--- src/rtl/alu_rs_if.sv ---
// Dispatch, CDB and issue signals of the ALU reservation station.
// master = upstream dispatch/CDB/ALU side, slave = the reservation station.
interface alu_rs_if #(
  parameter int TAG_W  = 6,
  parameter int DATA_W = 32
);
  logic              disp_valid;
  logic              disp_ready;
  logic [3:0]        disp_ctrl;
  logic              disp_a_rdy;
  logic              disp_b_rdy;
  logic [DATA_W-1:0] disp_a_val;
  logic [DATA_W-1:0] disp_b_val;
  logic [TAG_W-1:0]  disp_a_tag;
  logic [TAG_W-1:0]  disp_b_tag;
  logic [TAG_W-1:0]  disp_dst_tag;

  logic              cdb_valid;
  logic [TAG_W-1:0]  cdb_tag;
  logic [DATA_W-1:0] cdb_data;

  logic              iss_valid;
  logic              iss_ready;
  logic [3:0]        iss_ctrl;
  logic [DATA_W-1:0] iss_a;
  logic [DATA_W-1:0] iss_b;
  logic [TAG_W-1:0]  iss_dst_tag;

  modport master (
    output disp_valid, disp_ctrl, disp_a_rdy, disp_b_rdy, disp_a_val, disp_b_val,
           disp_a_tag, disp_b_tag, disp_dst_tag,
    output cdb_valid, cdb_tag, cdb_data,
    output iss_ready,
    input  disp_ready,
    input  iss_valid, iss_ctrl, iss_a, iss_b, iss_dst_tag
  );

  modport slave (
    input  disp_valid, disp_ctrl, disp_a_rdy, disp_b_rdy, disp_a_val, disp_b_val,
           disp_a_tag, disp_b_tag, disp_dst_tag,
    input  cdb_valid, cdb_tag, cdb_data,
    input  iss_ready,
    output disp_ready,
    output iss_valid, iss_ctrl, iss_a, iss_b, iss_dst_tag
  );
endinterface

--- src/rtl/alu_rs.sv ---
// Reservation station feeding the 32-bit ALU: holds renamed micro-ops until both
// operands are captured, issues the oldest ready one. Macro ALU_RS_WAKEUP_BYPASS_EN
// lets a CDB wakeup be selected in the same cycle, forwarding cdb_data into the slot.
module alu_rs #(
  parameter int DEPTH  = 4,
  parameter int TAG_W  = 6,
  parameter int DATA_W = 32
) (
  input  logic                     clk,
  input  logic                     rst_n,
  input  logic                     flush,
  alu_rs_if.slave                  bus,
  output logic [$clog2(DEPTH):0]   occupancy
);

  localparam int IDX_W = $clog2(DEPTH);
  localparam int OCC_W = IDX_W + 1;

  // Handshakes: a transfer happens on a rising edge where valid & ready are both 1.
  // A valid producer holds its payload stable until that edge; ready never waits on valid.

  logic [DEPTH-1:0]  ent_v;
  logic [DEPTH-1:0]  ent_a_rdy;
  logic [DEPTH-1:0]  ent_b_rdy;
  logic [3:0]        ent_ctrl  [DEPTH];
  logic [DATA_W-1:0] ent_a_val [DEPTH];
  logic [DATA_W-1:0] ent_b_val [DEPTH];
  logic [TAG_W-1:0]  ent_a_tag [DEPTH];
  logic [TAG_W-1:0]  ent_b_tag [DEPTH];
  logic [TAG_W-1:0]  ent_dst   [DEPTH];
  // older[i][j] set means entry i was dispatched before entry j
  logic [DEPTH-1:0]  older     [DEPTH];

  logic              iss_v_q;
  logic [3:0]        iss_ctrl_q;
  logic [DATA_W-1:0] iss_a_q;
  logic [DATA_W-1:0] iss_b_q;
  logic [TAG_W-1:0]  iss_dst_q;

  logic              disp_fire;
  logic              slot_open;
  logic [IDX_W-1:0]  alloc_idx;
  logic              disp_a_hit;
  logic              disp_b_hit;
  logic [DEPTH-1:0]  a_hit;
  logic [DEPTH-1:0]  b_hit;
  logic [DEPTH-1:0]  a_eff;
  logic [DEPTH-1:0]  b_eff;
  logic [DEPTH-1:0]  elig;
  logic [DEPTH-1:0]  sel_oh;
  logic              sel_any;
  logic [3:0]        sel_ctrl;
  logic [DATA_W-1:0] sel_a;
  logic [DATA_W-1:0] sel_b;
  logic [TAG_W-1:0]  sel_dst;

  assign bus.disp_ready  = (occupancy < OCC_W'(DEPTH));
  assign disp_fire       = bus.disp_valid & bus.disp_ready;
  assign slot_open       = !iss_v_q | bus.iss_ready;

  assign bus.iss_valid   = iss_v_q;
  assign bus.iss_ctrl    = iss_ctrl_q;
  assign bus.iss_a       = iss_a_q;
  assign bus.iss_b       = iss_b_q;
  assign bus.iss_dst_tag = iss_dst_q;

  assign disp_a_hit = bus.cdb_valid & !bus.disp_a_rdy & (bus.disp_a_tag == bus.cdb_tag);
  assign disp_b_hit = bus.cdb_valid & !bus.disp_b_rdy & (bus.disp_b_tag == bus.cdb_tag);

  // Lowest-index free slot, taken from registered valid bits only
  always_comb begin
    alloc_idx = '0;
    for (int i = DEPTH - 1; i >= 0; i--) begin
      if (!ent_v[i]) alloc_idx = IDX_W'(i);
    end
  end

  always_comb begin
    a_hit = '0;
    b_hit = '0;
    for (int i = 0; i < DEPTH; i++) begin
      a_hit[i] = ent_v[i] & bus.cdb_valid & !ent_a_rdy[i] & (ent_a_tag[i] == bus.cdb_tag);
      b_hit[i] = ent_v[i] & bus.cdb_valid & !ent_b_rdy[i] & (ent_b_tag[i] == bus.cdb_tag);
    end
  end

`ifdef ALU_RS_WAKEUP_BYPASS_EN
  assign a_eff = ent_a_rdy | a_hit;
  assign b_eff = ent_b_rdy | b_hit;
`else
  assign a_eff = ent_a_rdy;
  assign b_eff = ent_b_rdy;
`endif

  assign elig = ent_v & a_eff & b_eff;

  // An eligible entry wins unless another eligible entry is older than it
  always_comb begin
    sel_oh = '0;
    for (int i = 0; i < DEPTH; i++) begin
      sel_oh[i] = elig[i] & slot_open;
      for (int j = 0; j < DEPTH; j++) begin
        if (j != i && elig[j] && older[j][i]) sel_oh[i] = 1'b0;
      end
    end
  end

  assign sel_any = |sel_oh;

  always_comb begin
    sel_ctrl = '0;
    sel_a    = '0;
    sel_b    = '0;
    sel_dst  = '0;
    for (int i = 0; i < DEPTH; i++) begin
      if (sel_oh[i]) begin
        sel_ctrl = ent_ctrl[i];
        sel_dst  = ent_dst[i];
`ifdef ALU_RS_WAKEUP_BYPASS_EN
        sel_a    = ent_a_rdy[i] ? ent_a_val[i] : bus.cdb_data;
        sel_b    = ent_b_rdy[i] ? ent_b_val[i] : bus.cdb_data;
`else
        sel_a    = ent_a_val[i];
        sel_b    = ent_b_val[i];
`endif
      end
    end
  end

  // Entry control state: valid/ready bits and the age matrix
  always_ff @(posedge clk or negedge rst_n) begin
    if (!rst_n) begin
      ent_v     <= '0;
      ent_a_rdy <= '0;
      ent_b_rdy <= '0;
      for (int i = 0; i < DEPTH; i++) older[i] <= '0;
    end else if (flush) begin
      ent_v <= '0;
    end else begin
      for (int i = 0; i < DEPTH; i++) begin
        if (sel_oh[i]) ent_v[i]     <= 1'b0;
        if (a_hit[i])  ent_a_rdy[i] <= 1'b1;
        if (b_hit[i])  ent_b_rdy[i] <= 1'b1;
      end
      if (disp_fire) begin
        ent_v[alloc_idx]     <= 1'b1;
        ent_a_rdy[alloc_idx] <= bus.disp_a_rdy | disp_a_hit;
        ent_b_rdy[alloc_idx] <= bus.disp_b_rdy | disp_b_hit;
        // New entry is younger than every entry still resident
        older[alloc_idx] <= '0;
        for (int j = 0; j < DEPTH; j++) older[j][alloc_idx] <= ent_v[j];
      end
    end
  end

  // Payload carries no reset; it is qualified by the valid/ready bits above
  always_ff @(posedge clk) begin
    for (int i = 0; i < DEPTH; i++) begin
      if (a_hit[i]) ent_a_val[i] <= bus.cdb_data;
      if (b_hit[i]) ent_b_val[i] <= bus.cdb_data;
    end
    if (disp_fire) begin
      ent_ctrl[alloc_idx]  <= bus.disp_ctrl;
      ent_dst[alloc_idx]   <= bus.disp_dst_tag;
      ent_a_tag[alloc_idx] <= bus.disp_a_tag;
      ent_b_tag[alloc_idx] <= bus.disp_b_tag;
      ent_a_val[alloc_idx] <= bus.disp_a_rdy ? bus.disp_a_val : bus.cdb_data;
      ent_b_val[alloc_idx] <= bus.disp_b_rdy ? bus.disp_b_val : bus.cdb_data;
    end
  end

  always_ff @(posedge clk or negedge rst_n) begin
    if (!rst_n) begin
      occupancy <= '0;
    end else if (flush) begin
      occupancy <= '0;
    end else begin
      occupancy <= occupancy + OCC_W'(disp_fire) - OCC_W'(sel_any);
    end
  end

  always_ff @(posedge clk or negedge rst_n) begin
    if (!rst_n) begin
      iss_v_q    <= 1'b0;
      iss_ctrl_q <= '0;
      iss_a_q    <= '0;
      iss_b_q    <= '0;
      iss_dst_q  <= '0;
    end else if (flush) begin
      iss_v_q <= 1'b0;
    end else if (slot_open) begin
      iss_v_q <= sel_any;
      if (sel_any) begin
        iss_ctrl_q <= sel_ctrl;
        iss_a_q    <= sel_a;
        iss_b_q    <= sel_b;
        iss_dst_q  <= sel_dst;
      end
    end
  end

endmodule

--- src/flat_wrapper.sv ---
// flat-port wrapper written by rule: the top's interface ports become plain ports
module alu_rs_flat 
#(
  parameter int DEPTH  = 4,
  parameter int TAG_W  = 6,
  parameter int DATA_W = 32
)
  (clk, rst_n, flush, occupancy, bus_disp_valid, bus_disp_ctrl, bus_disp_a_rdy, bus_disp_b_rdy, bus_disp_a_val, bus_disp_b_val, bus_disp_a_tag, bus_disp_b_tag, bus_disp_dst_tag, bus_cdb_valid, bus_cdb_tag, bus_cdb_data, bus_iss_ready, bus_disp_ready, bus_iss_valid, bus_iss_ctrl, bus_iss_a, bus_iss_b, bus_iss_dst_tag);
  alu_rs_if #(.TAG_W(TAG_W), .DATA_W(DATA_W)) bus_i ();
  input  logic clk;
  input  logic rst_n;
  input  logic flush;
  output logic [$clog2(DEPTH):0] occupancy;
  input wire logic [$bits(bus_i.disp_valid)-1:0] bus_disp_valid;
  input wire logic [$bits(bus_i.disp_ctrl)-1:0] bus_disp_ctrl;
  input wire logic [$bits(bus_i.disp_a_rdy)-1:0] bus_disp_a_rdy;
  input wire logic [$bits(bus_i.disp_b_rdy)-1:0] bus_disp_b_rdy;
  input wire logic [$bits(bus_i.disp_a_val)-1:0] bus_disp_a_val;
  input wire logic [$bits(bus_i.disp_b_val)-1:0] bus_disp_b_val;
  input wire logic [$bits(bus_i.disp_a_tag)-1:0] bus_disp_a_tag;
  input wire logic [$bits(bus_i.disp_b_tag)-1:0] bus_disp_b_tag;
  input wire logic [$bits(bus_i.disp_dst_tag)-1:0] bus_disp_dst_tag;
  input wire logic [$bits(bus_i.cdb_valid)-1:0] bus_cdb_valid;
  input wire logic [$bits(bus_i.cdb_tag)-1:0] bus_cdb_tag;
  input wire logic [$bits(bus_i.cdb_data)-1:0] bus_cdb_data;
  input wire logic [$bits(bus_i.iss_ready)-1:0] bus_iss_ready;
  output wire logic [$bits(bus_i.disp_ready)-1:0] bus_disp_ready;
  output wire logic [$bits(bus_i.iss_valid)-1:0] bus_iss_valid;
  output wire logic [$bits(bus_i.iss_ctrl)-1:0] bus_iss_ctrl;
  output wire logic [$bits(bus_i.iss_a)-1:0] bus_iss_a;
  output wire logic [$bits(bus_i.iss_b)-1:0] bus_iss_b;
  output wire logic [$bits(bus_i.iss_dst_tag)-1:0] bus_iss_dst_tag;
  assign bus_i.disp_valid = bus_disp_valid;
  assign bus_i.disp_ctrl = bus_disp_ctrl;
  assign bus_i.disp_a_rdy = bus_disp_a_rdy;
  assign bus_i.disp_b_rdy = bus_disp_b_rdy;
  assign bus_i.disp_a_val = bus_disp_a_val;
  assign bus_i.disp_b_val = bus_disp_b_val;
  assign bus_i.disp_a_tag = bus_disp_a_tag;
  assign bus_i.disp_b_tag = bus_disp_b_tag;
  assign bus_i.disp_dst_tag = bus_disp_dst_tag;
  assign bus_i.cdb_valid = bus_cdb_valid;
  assign bus_i.cdb_tag = bus_cdb_tag;
  assign bus_i.cdb_data = bus_cdb_data;
  assign bus_i.iss_ready = bus_iss_ready;
  assign bus_disp_ready = bus_i.disp_ready;
  assign bus_iss_valid = bus_i.iss_valid;
  assign bus_iss_ctrl = bus_i.iss_ctrl;
  assign bus_iss_a = bus_i.iss_a;
  assign bus_iss_b = bus_i.iss_b;
  assign bus_iss_dst_tag = bus_i.iss_dst_tag;
  alu_rs #(.DEPTH(DEPTH), .TAG_W(TAG_W), .DATA_W(DATA_W)) u_core (.clk(clk), .rst_n(rst_n), .flush(flush), .bus(bus_i), .occupancy(occupancy));
endmodule
--- config.mk ---
export PLATFORM = sky130hd
export DESIGN_NAME = alu_rs_flat
export DESIGN_NICKNAME = d
export VERILOG_FILES = /design/src/rtl/alu_rs_if.sv /design/src/rtl/alu_rs.sv /design/src/flat_wrapper.sv
export SDC_FILE = /design/constraint.sdc
export NUM_CORES = 1
export LEC_CHECK = 0
export ABC_CLOCK_PERIOD_IN_PS = 4800
export BUFFER_PORTS_ARGS = -buffer_cell sky130_fd_sc_hd__buf_2
export CORE_MARGIN = 3
export CORE_UTILIZATION = 60
export DETAILED_ROUTE_END_ITERATION = 7
export PLACE_DENSITY = 0.88
export SETUP_SLACK_MARGIN = 0.15
export SLEW_MARGIN = 20
export SYNTH_ARGS = -nofsm -noshare
export SYNTH_HDL_FRONTEND = slang
export SYNTH_SLANG_ARGS = --single-unit
--- constraint.sdc ---
create_clock -name clk -period 4.8 [get_ports clk]
set_input_delay 0.96 -clock clk [delete_from_list [all_inputs] [get_ports clk]]
set_output_delay 0.96 -clock clk [all_outputs]
set_load 0.05 [all_outputs]
==> report_table.html, run 1 <==
<table>
<tr><th>Metric</th><th>Value</th></tr>
<tr><th colspan="2">Synth</th></tr>
<tr><td>Main synth FF type</td><td>edfxtp_1</td></tr>
<tr><td>Async set-reset flop share out of synthesis</td><td>between 20% and 30%</td></tr>
<tr><td>Adder-cell area share of the yosys netlist</td><td>0.206%</td></tr>
<tr><td>Distinct cells, synth</td><td>61</td></tr>
<tr><td>Average size of a mapped cell</td><td>between 10 and 15 sq um</td></tr>
<tr><td>Post-Synthesis Net Count</td><td>1725</td></tr>
<tr><td>Sequential element share of the synthesized area</td><td>59.0%</td></tr>
<tr><td>Fraction of synthesized cell area taken by the top area cell type</td><td>47.3%</td></tr>
<tr><td>Number of flops mapped to enable cells by yosys</td><td>about 340</td></tr>
<tr><td>Cell accounting for the most synthesized area</td><td>edfxtp_1</td></tr>
<tr><td>Share of the synthesized area in compound gates (AO/OA/AOI/OAI)</td><td>a little over an eighth</td></tr>
<tr><td>Top cells by area, synth</td><td>edfxtp_1, mux2_2, dfrtp_1</td></tr>
<tr><td>Multiplexer share of the synthesized area</td><td>between 10% and 20%</td></tr>
<tr><td>Count of yosys warnings during synthesis</td><td>0</td></tr>
<tr><td>Total of flip-flops plus latches after synthesis</td><td>between 400 and 500</td></tr>
<tr><td>Syn Inst Count</td><td>around 1600</td></tr>
<tr><td>Combinational family with the most area after synthesis</td><td>multiplexers</td></tr>
<tr><td>Mapped Area</td><td>21800 sq um</td></tr>
<tr><td>Basic-gate share of the synthesized area counting and, or, nand and nor cells</td><td>roughly 7.0%</td></tr>
<tr><td>Parity-gate share of the synthesized area counting xor and xnor cells</td><td>under 10%</td></tr>
<tr><th colspan="2">Final layout</th></tr>
<tr><td>Non-Filler Instances</td><td>between 2000 and 2500</td></tr>
<tr><td>Fin nets</td><td>between 1500 and 2000</td></tr>
<tr><td>Proportion of layout cells with a drive suffix above 1</td><td>roughly a third</td></tr>
<tr><td>Filler instances</td><td>2393</td></tr>
<tr><td>Synth-to-Final Area Change</td><td>12.9%</td></tr>
<tr><th colspan="2">Power and ir drop</th></tr>
<tr><td>Tot Pwr</td><td>12.3 mW</td></tr>
<tr><td>Power per Cell Area</td><td>approximately 500 nW/um^2</td></tr>
<tr><td>Worst ir drop on vdd</td><td>0.494 mV</td></tr>
<tr><td>Cell leakage power</td><td>about 9.2 nW</td></tr>
<tr><th colspan="2">Floorplanning</th></tr>
<tr><td>Die H</td><td>just under 200 um</td></tr>
<tr><td>Ports placed on the boundary</td><td>about 210</td></tr>
<tr><td>Die Span X</td><td>197 um</td></tr>
<tr><td>Rows</td><td>between 60 and 70</td></tr>
<tr><td>Standard cell core area</td><td>between 30000 and 40000 sq um</td></tr>
<tr><td>Effective utilization at floorplan</td><td>roughly three fifths</td></tr>
<tr><td>Total Die Area</td><td>slightly below 40000 sq um</td></tr>
<tr><th colspan="2">STA</th></tr>
<tr><td>RSZ-0062 raised after global routing</td><td>false</td></tr>
<tr><td>Actual slew at the worst max-slew pin</td><td>~1.1 ns</td></tr>
<tr><td>Number of failing setup endpoints in the final timing report</td><td>0</td></tr>
<tr><td>Worst clock skew</td><td>approximately 0.024 ns</td></tr>
<tr><td>Headroom to the max-slew limit</td><td>around 29%</td></tr>
<tr><td>Highest clock rate</td><td>roughly 0.29 GHz</td></tr>
<tr><td>Shortest clock period the worst path allows after layout</td><td>between 3 and 4 ns</td></tr>
<tr><td>Total negative setup slack</td><td>0 ns</td></tr>
<tr><td>Share of the cycle needed by the critical path after routing</td><td>a little over 70%</td></tr>
<tr><td>Max Transition Viols Final</td><td>0</td></tr>
<tr><td>Number of hold violations in the final report</td><td>0</td></tr>
<tr><th colspan="2">Worst setup path</th></tr>
<tr><td>Critical R2R Launch</td><td>u_core.ent_v[1]</td></tr>
<tr><td>Delay of the slowest cell on the worst path</td><td>between 0.7 and 0.8 ns</td></tr>
<tr><td>Critical path endpoint</td><td>u_core.bus.iss_b[10]</td></tr>
<tr><td>Kind of end point of the critical path</td><td>flop</td></tr>
<tr><td>Master of the slowest instance on the critical path</td><td>buf_4</td></tr>
<tr><td>Largest fanout on the critical path</td><td>76</td></tr>
<tr><td>Critical setup path kind</td><td>reg2reg</td></tr>
<tr><td>Number of cells on the worst reg-to-reg path</td><td>7</td></tr>
<tr><td>Kind of start point of the critical path</td><td>flop</td></tr>
<tr><td>Ordered cell list for the critical path</td><td>and3_1 -&gt; o2bb2ai_1 -&gt; or2_4 -&gt; buf_4 -&gt; a41o_2 -&gt; buf_12 -&gt; a32oi_1</td></tr>
<tr><td>Data arrival time of the critical path</td><td>3.85 ns</td></tr>
<tr><td>R2R setup slack</td><td>approximately 1.3 ns</td></tr>
<tr><td>Start point of the critical path</td><td>u_core.ent_v[1]</td></tr>
<tr><td>Required time of the critical path</td><td>around 5.2 ns</td></tr>
<tr><td>End of the worst register-to-register path</td><td>u_core.bus.iss_b[10]</td></tr>
<tr><th colspan="2">Drt</th></tr>
<tr><td>Antenna-violating nets left</td><td>0</td></tr>
<tr><td>Routed length on met2</td><td>between 30 and 40 mm</td></tr>
<tr><td>Via Count</td><td>about 16000</td></tr>
<tr><td>Number of vias per cell</td><td>7.07</td></tr>
<tr><td>Highest routed metal layer</td><td>met5</td></tr>
<tr><td>Avg WL per Cell</td><td>28.5 um</td></tr>
<tr><td>Total iterations of the first detailed-routing run</td><td>6</td></tr>
<tr><td>Met3 wire len</td><td>around 7.6 mm</td></tr>
<tr><td>Drt total wl</td><td>roughly 64 mm</td></tr>
<tr><td>Number of remaining DRC errors</td><td>0</td></tr>
<tr><td>DRT iter0 DRCs</td><td>2097</td></tr>
<tr><td>Sum of routed wire segments on met1</td><td>between 20 and 25 mm</td></tr>
<tr><th colspan="2">Global route</th></tr>
<tr><td>Pin count of the biggest net entering global routing</td><td>77</td></tr>
<tr><td>Global-route wire length before repair</td><td>96.1 mm</td></tr>
<tr><td>Total congestion overflow</td><td>0</td></tr>
<tr><td>Via count of the first global-routing pass</td><td>16200</td></tr>
<tr><td>Overall fraction of global-route tracks in use</td><td>between 30 and 40%</td></tr>
<tr><td>Initial antenna violation count</td><td>14</td></tr>
<tr><th colspan="2">Clocking</th></tr>
<tr><td>Clock tree root driver cell</td><td>clkbuf_16</td></tr>
<tr><td>Num CTS Buffers</td><td>between 40 and 50</td></tr>
<tr><td>Number of hold buffers added after cts</td><td>0</td></tr>
<tr><td>Number of buffers between clock root and the deepest sink</td><td>3</td></tr>
<tr><td>TritonCTS clock tree</td><td>built</td></tr>
<tr><td>Clk Latency, worst-skew pair</td><td>roughly 0.57 ns</td></tr>
<tr><td>Number of buffers inserted to repair setup after CTS</td><td>0</td></tr>
<tr><td>Count of instances resized after the clock tree is built</td><td>0</td></tr>
<tr><td># H-tree levels</td><td>2</td></tr>
<tr><td>Clock sinks</td><td>between 400 and 500</td></tr>
<tr><td>Clock slew at the register clock pins of the worst setup and hold paths</td><td>0.07 ns</td></tr>
<tr><th colspan="2">Place</th></tr>
<tr><td>Count of buffers from port buffering</td><td>210</td></tr>
<tr><td>HPWL after detailed placement</td><td>between 30 and 40 mm</td></tr>
<tr><td>Placer Congestion</td><td>roughly 0.85</td></tr>
<tr><td>Cell count after placement</td><td>2148</td></tr>
<tr><th colspan="2">Status</th></tr>
<tr><td>Outcome</td><td>completed</td></tr>
<tr><th colspan="2">Worst hold path</th></tr>
<tr><td>Hold WC Path Type</td><td>in2async</td></tr>
<tr><th colspan="2">Flow run</th></tr>
<tr><td>Maximum Capacitance Violations</td><td>0</td></tr>
</table>
-- where the power goes --
group          internal [mW]  switching (mW)
clock                   1.96            1.52
combinational          0.989            2.54
sequential              4.90           0.396
total                   7.85            4.45
-- cell type report --
class                      count  area, sq um  area share (%)
sequential                   446        12900            52.3
multi-input combinational    907         7970            32.4
timing repair buffer         249         1400            5.70
clock buffer                  60         1220            4.96
tap                          461          577            2.34
inverter                      86          323            1.31
clock inverter                24          216           0.879
antenna                       13         32.5           0.132
-- state kept, by name (all words and copies together) (netlist names), 6 cells and up --
signal and count:
u_core.ent_a_tag 24, u_core.older 12, u_core.ent_dst 24, u_core.ent_b_val 128, u_core.bus.iss_a 32, u_core.bus.iss_dst_tag 6, u_core.ent_ctrl 16, u_core.bus.iss_b 32
u_core.ent_b_tag 24, u_core.ent_a_val 128
-- how the worst min path moves through the flow --
stage	startpoint	to	slack [ns]	cells past startpoint
2_1_floorplan	u_core.older[7]	u_core.older[7]	0.45	1
3_3_place_gp	u_core.older[7]	u_core.older[7]	0.46	1
3_5_place_dp	u_core.older[7]	u_core.older[7]	0.47	1
4_1_cts	rst_n	u_core.a_eff[1]	0.47	1
5_1_grt	u_core.older[15]	u_core.older[15]	0.50	1
6_report	rst_n	u_core.a_eff[1]	0.45	1
-- stage by stage --
stage / util, % / hold slack, ns / worst slack (ns) / area (sq um)
3_3_place_gp: 64.7 / 0.463 / 1.27 / 23100
6_report: 68.9 / 0.446 / 1.32 / 24600
2_1_floorplan: - / 0.450 / 0.995 / 21800
5_1_grt: 68.9 / 0.497 / 1.28 / 24600
4_1_cts: 68.7 / 0.472 / 1.43 / 24600
3_5_place_dp: 64.7 / 0.471 / 1.22 / 23100
-- critical path: cells and delay by family, from the launching register on --
family / cells / cell delay (ns)
AOI/OAI and AO/OA: 3 / 0.85
buffers and inverters: 2 / 1.13
DFF: 1 / 0.61
and+or+nand+nor: 2 / 0.62
-- synth_stat cells, types with 5 or more instances --
cell type,n
buf_1,21
inv_1,83
a21o_1,5
buf_6,19
a31o_2,5
nand3b_1,74
nand4_1,6
and3_1,76
edfxtp_1,344
xnor2_1,26
buf_2,36
nand3_1,10
a32oi_1,74
o311ai_1,60
mux2_2,244
mux2_1,13
xor2_1,36
nand2_1,22
dfrtp_1,102
nor3_1,9
clkbuf_1,68
nor2_1,16
a21oi_1,89
clkbuf_2,6
o2111a_1,74
o311ai_0,14
and2_1,5
-- placed cells by master (no fill, tap or decap), types with 14 or more instances in the layout --
master | netlist | routed
edfxtp_1 | 344 | 344
mux2_2 | 244 | 244
buf_2 | 36 | 209
dfrtp_1 | 102 | 102
a21oi_1 | 89 | 89
inv_1 | 83 | 83
and3_1 | 76 | 76
o2111a_1 | 74 | 74
nand3b_1 | 74 | 74
a32oi_1 | 74 | 74
o311ai_1 | 60 | 60
clkbuf_16 | 0 | 45
xor2_1 | 36 | 36
buf_4 | 1 | 35
xnor2_1 | 26 | 26
nor2_1 | 16 | 15
o311ai_0 | 14 | 14
-- metal layers --
metal  track usage, %  up-vias
met1             42.3     7856
met4             13.3        8
met5                0        -
met3             7.28      204
met2             52.9     1254
li1                 -     6555
-- kinds of logic after synthesis --
kind of cell               count (synthesis)
xor gates and xnor gates                  62
and+or+nand+nor                          242
muxes                                    257
buffers and inverters                    237
AOI/OAI and AO/OA                        343
DFF                                      446
adders and majority gates                  3
Note: power is estimated with default switching activity, not from simulation.
==> run 2: changes to the inputs <==
--- a/config.mk
+++ b/config.mk
@@ -5,7 +5,7 @@
 export SDC_FILE = /design/constraint.sdc
 export NUM_CORES = 1
 export LEC_CHECK = 0
-export ABC_CLOCK_PERIOD_IN_PS = 4800
+export ABC_CLOCK_PERIOD_IN_PS = 3300
 export BUFFER_PORTS_ARGS = -buffer_cell sky130_fd_sc_hd__buf_2
 export CORE_MARGIN = 3
 export CORE_UTILIZATION = 60
==> constraint.sdc (replaced) <==
create_clock -name clk -period 3.3 [get_ports clk]
set_input_delay 0.66 -clock clk [delete_from_list [all_inputs] [get_ports clk]]
set_output_delay 0.66 -clock clk [all_outputs]
set_load 0.05 [all_outputs]
==> run 2 against run 1 <==
Hold slack worse by 0.32 ns. Sequential share of layout area is 0.76 points lower. Maximum frequency is 18% higher. Clock power is 57% higher. Combinational power is 49% higher. Via count is 2.0% higher. Clock skew is 0.010 ns lower. Wire length is 3.6% higher. Die area stayed put. Flip-flop and latch count stayed put. Final area is 1.5% higher. Sequential power is 46% higher.
==> report_table.html, run 2 (same netlist as run 1, synthesis figures left out) <==
<table>
<tr><th>Metric</th><th>Value</th></tr>
<tr><th colspan="2">Status</th></tr>
<tr><td>Outcome</td><td>completed (unchanged)</td></tr>
<tr><th colspan="2">Worst setup path</th></tr>
<tr><td>Ordered cell list for the critical path</td><td>nand4_1 -&gt; and2_2 -&gt; nand2_1 -&gt; nand4_1 -&gt; ha_1 -&gt; inv_1 -&gt; ha_1 -&gt; inv_1 -&gt; fa_1 -&gt; xnor2_1 -&gt; xnor2_1 -&gt; nor2_1 (was and3_1 -&gt; o2bb2ai_1 -&gt; or2_4 -&gt; buf_4 -&gt; a41o_2 -&gt; buf_12 -&gt; a32oi_1)</td></tr>
<tr><td>Kind of start point of the critical path</td><td>flop (unchanged)</td></tr>
<tr><td>Largest fanout on the critical path</td><td>10 (was 76)</td></tr>
<tr><td>Kind of end point of the critical path</td><td>flop (unchanged)</td></tr>
<tr><td>Delay of the slowest cell on the worst path</td><td>0.54 ns (was 0.75 ns)</td></tr>
<tr><td>Data arrival time of the critical path</td><td>3.37 ns (was 3.85 ns)</td></tr>
<tr><td>Master of the slowest instance on the critical path</td><td>dfrtp_1 (was buf_4)</td></tr>
<tr><td>Required time of the critical path</td><td>3.73 ns (was 5.17 ns)</td></tr>
<tr><td>Critical setup path kind</td><td>reg2reg (unchanged)</td></tr>
<tr><th colspan="2">Drt</th></tr>
<tr><td>DRT iter0 DRCs</td><td>2194 (was 2097)</td></tr>
<tr><td>Number of remaining DRC errors</td><td>0 (unchanged)</td></tr>
<tr><td>Avg WL per Cell</td><td>29.4 um (was 28.5 um)</td></tr>
<tr><td>Via Count</td><td>16200 (was 15900)</td></tr>
<tr><td>Drt total wl</td><td>66.3 mm (was 64.0 mm)</td></tr>
<tr><td>Total iterations of the first detailed-routing run</td><td>6 (unchanged)</td></tr>
<tr><td>Antenna-violating nets left</td><td>0 (unchanged)</td></tr>
<tr><td>Number of vias per cell</td><td>7.18 (was 7.07)</td></tr>
<tr><th colspan="2">Global route</th></tr>
<tr><td>Global-route wire length before repair</td><td>98.9 mm (was 96.1 mm)</td></tr>
<tr><td>Via count of the first global-routing pass</td><td>16800 (was 16200)</td></tr>
<tr><td>Initial antenna violation count</td><td>15 (was 14)</td></tr>
<tr><td>Pin count of the biggest net entering global routing</td><td>77 (unchanged)</td></tr>
<tr><td>Overall fraction of global-route tracks in use</td><td>33.5% (was 32.3%)</td></tr>
<tr><td>Total congestion overflow</td><td>0 (unchanged)</td></tr>
<tr><th colspan="2">Place</th></tr>
<tr><td>Placer Congestion</td><td>0.947 (was 0.849)</td></tr>
<tr><td>Count of buffers from port buffering</td><td>210 (unchanged)</td></tr>
<tr><td>Cell count after placement</td><td>2161 (was 2148)</td></tr>
<tr><td>HPWL after detailed placement</td><td>36.0 mm (was 36.3 mm)</td></tr>
<tr><th colspan="2">STA</th></tr>
<tr><td>Number of failing setup endpoints in the final timing report</td><td>0 (unchanged)</td></tr>
<tr><td>Shortest clock period the worst path allows after layout</td><td>2.94 ns (was 3.48 ns)</td></tr>
<tr><td>Headroom to the max-slew limit</td><td>25.8% (was 29.1%)</td></tr>
<tr><td>Share of the cycle needed by the critical path after routing</td><td>89.0% (was 72.5%)</td></tr>
<tr><td>Number of hold violations in the final report</td><td>0 (unchanged)</td></tr>
<tr><td>Max Transition Viols Final</td><td>0 (unchanged)</td></tr>
<tr><td>Total negative setup slack</td><td>0 ns (unchanged)</td></tr>
<tr><td>Worst clock skew</td><td>0.0139 ns (was 0.0243 ns)</td></tr>
<tr><td>Actual slew at the worst max-slew pin</td><td>1.11 ns (was 1.06 ns)</td></tr>
<tr><td>Highest clock rate</td><td>0.340 GHz (was 0.287 GHz)</td></tr>
<tr><td>RSZ-0062 raised after global routing</td><td>false (unchanged)</td></tr>
<tr><th colspan="2">Clocking</th></tr>
<tr><td>Number of hold buffers added after cts</td><td>0 (unchanged)</td></tr>
<tr><td>Clock slew at the register clock pins of the worst setup and hold paths</td><td>0.06 ns (was 0.07 ns)</td></tr>
<tr><td>Number of buffers between clock root and the deepest sink</td><td>3 (unchanged)</td></tr>
<tr><td>Clock tree root driver cell</td><td>clkbuf_16 (unchanged)</td></tr>
<tr><td>TritonCTS clock tree</td><td>built (unchanged)</td></tr>
<tr><td># H-tree levels</td><td>2 (unchanged)</td></tr>
<tr><td>Clock sinks</td><td>446 (unchanged)</td></tr>
<tr><td>Number of buffers inserted to repair setup after CTS</td><td>0 (unchanged)</td></tr>
<tr><td>Count of instances resized after the clock tree is built</td><td>0 (unchanged)</td></tr>
<tr><td>Num CTS Buffers</td><td>45 (unchanged)</td></tr>
<tr><td>Clk Latency, worst-skew pair</td><td>0.56 ns (was 0.57 ns)</td></tr>
<tr><th colspan="2">Final layout</th></tr>
<tr><td>Seq. cell area</td><td>12900 sq um (unchanged)</td></tr>
<tr><td>Top flop regs</td><td>u_core.ent_a_val: 128 flops, u_core.ent_b_val: 128 flops (unchanged)</td></tr>
<tr><td>Non-Filler Instances</td><td>2256 (was 2246)</td></tr>
<tr><td>Most frequent cells in the layout</td><td>edfxtp_1, mux2_2, buf_2 (unchanged)</td></tr>
<tr><td>Fin nets</td><td>1882 (was 1870)</td></tr>
<tr><td>Filler instances</td><td>2295 (was 2393)</td></tr>
<tr><td>Most common library cell in the layout ignoring fill and taps</td><td>edfxtp_1 (unchanged)</td></tr>
<tr><td>Combined area of the multi-input logic cells</td><td>7960 sq um (was 7970 sq um)</td></tr>
<tr><td>Proportion of layout cells with a drive suffix above 1</td><td>34.6% (was 33.8%)</td></tr>
<tr><td>Synth-to-Final Area Change</td><td>14.5% (was 12.9%)</td></tr>
<tr><th colspan="2">Floorplanning</th></tr>
<tr><td>Ports placed on the boundary</td><td>211 (unchanged)</td></tr>
<tr><td>Effective utilization at floorplan</td><td>61.1% (unchanged)</td></tr>
<tr><td>Die Span X</td><td>197 um (unchanged)</td></tr>
<tr><td>Die H</td><td>197 um (unchanged)</td></tr>
<tr><td>Rows</td><td>69 (unchanged)</td></tr>
<tr><td>Standard cell core area</td><td>35700 sq um (unchanged)</td></tr>
<tr><td>Total Die Area</td><td>38700 sq um (unchanged)</td></tr>
<tr><th colspan="2">Power and ir drop</th></tr>
<tr><td>Cell leakage power</td><td>9.39 nW (was 9.20 nW)</td></tr>
<tr><td>Power per Cell Area</td><td>738 nW/um^2 (was 499 nW/um^2)</td></tr>
<tr><td>Worst ir drop on vdd</td><td>0.648 mV (was 0.494 mV)</td></tr>
<tr><th colspan="2">Worst hold path</th></tr>
<tr><td>Hold WC Path Type</td><td>in2async (unchanged)</td></tr>
<tr><th colspan="2">Flow run</th></tr>
<tr><td>Maximum Capacitance Violations</td><td>0 (unchanged)</td></tr>
</table>
## run 2: cell count changes in the layout (fill, tap and decap cells not counted), moves of 3 or more
cell       before  now
buf_12          4   16
bufinv_16       3    7
clkbuf_1       11    3
clkinv_2       11   14
## run 2: layout make-up
cell class	count	area share, %
Antenna cell	11	0.110
Tap cell	461	2.31
Timing Repair Buffer	261	6.56
Multi-Input combinational cell	907	31.9
Sequential cell	446	51.5
Inverter	86	1.29
Clock inverter	28	1.25
Clock buffer	56	5.08
## run 2: where the power goes
| part | switching, mW | internal, mW | total, mW |
|---|---|---|---|
| logic | 3.75 | 1.51 | 5.27 |
| clock network | 2.18 | 3.27 | 5.45 |
| registers | 0.618 | 7.11 | 7.73 |
| total | 6.55 | 11.9 | 18.4 |
## run 2: per-layer routing
layer	vias to the layer above	part of all wire, %	global-route usage [%]	routed length (um)
met3	274	13	8.15	8820
met2	1360	48	53.3	31800
met4	10	4.4	16.7	2940
met5	-	0.081	0	54
met1	7981	34	43.5	22700
li1	6576	-	-	-
## run 2: worst max-delay path, delay by kind of cell (launching register included)
family / cells / cell delay (ns)
flops: 1 / 0.54
simple gates: 5 / 0.95
xor+xnor: 2 / 0.33
fa+ha+maj: 3 / 0.87
buf+inv: 2 / 0.11
## run 2: metrics by stage
| stage | util, % | cell area [sq um] | power [mW] | setup slack [ns] | hold slack (ns) |
|---|---|---|---|---|---|
| after floorplan | - | 21800 | 11.3 | 0.147 | 0.364 |
| after global placement | 65.4 | 23400 | 12.8 | 0.338 | 0.470 |
| after detailed placement | 65.4 | 23400 | 13.0 | 0.251 | 0.482 |
| after CTS | 69.8 | 25000 | 18.4 | 0.325 | 0.138 |
| after global routing | 69.9 | 25000 | 19.0 | 0.165 | 0.158 |
| final | 69.9 | 25000 | 18.4 | 0.362 | 0.128 |
## run 2: path summary, 6_finish.rpt
check	from	endpoint	slack, ns	cells after the start
max	u_core.ent_v[3]	u_core.occupancy[2]	0.36	12
max reg2reg	u_core.ent_v[3]	u_core.occupancy[2]	0.36	12
max in group asynchronous	rst_n	u_core.ent_v[2]	2.30	2
min	rst_n	u_core.bus.iss_a[16]	0.13	1
min reg2reg	u_core.older[11]	u_core.older[11]	0.50	1
min in group clk	bus_disp_dst_tag[2]	u_core.ent_dst[3][2]	0.33	1
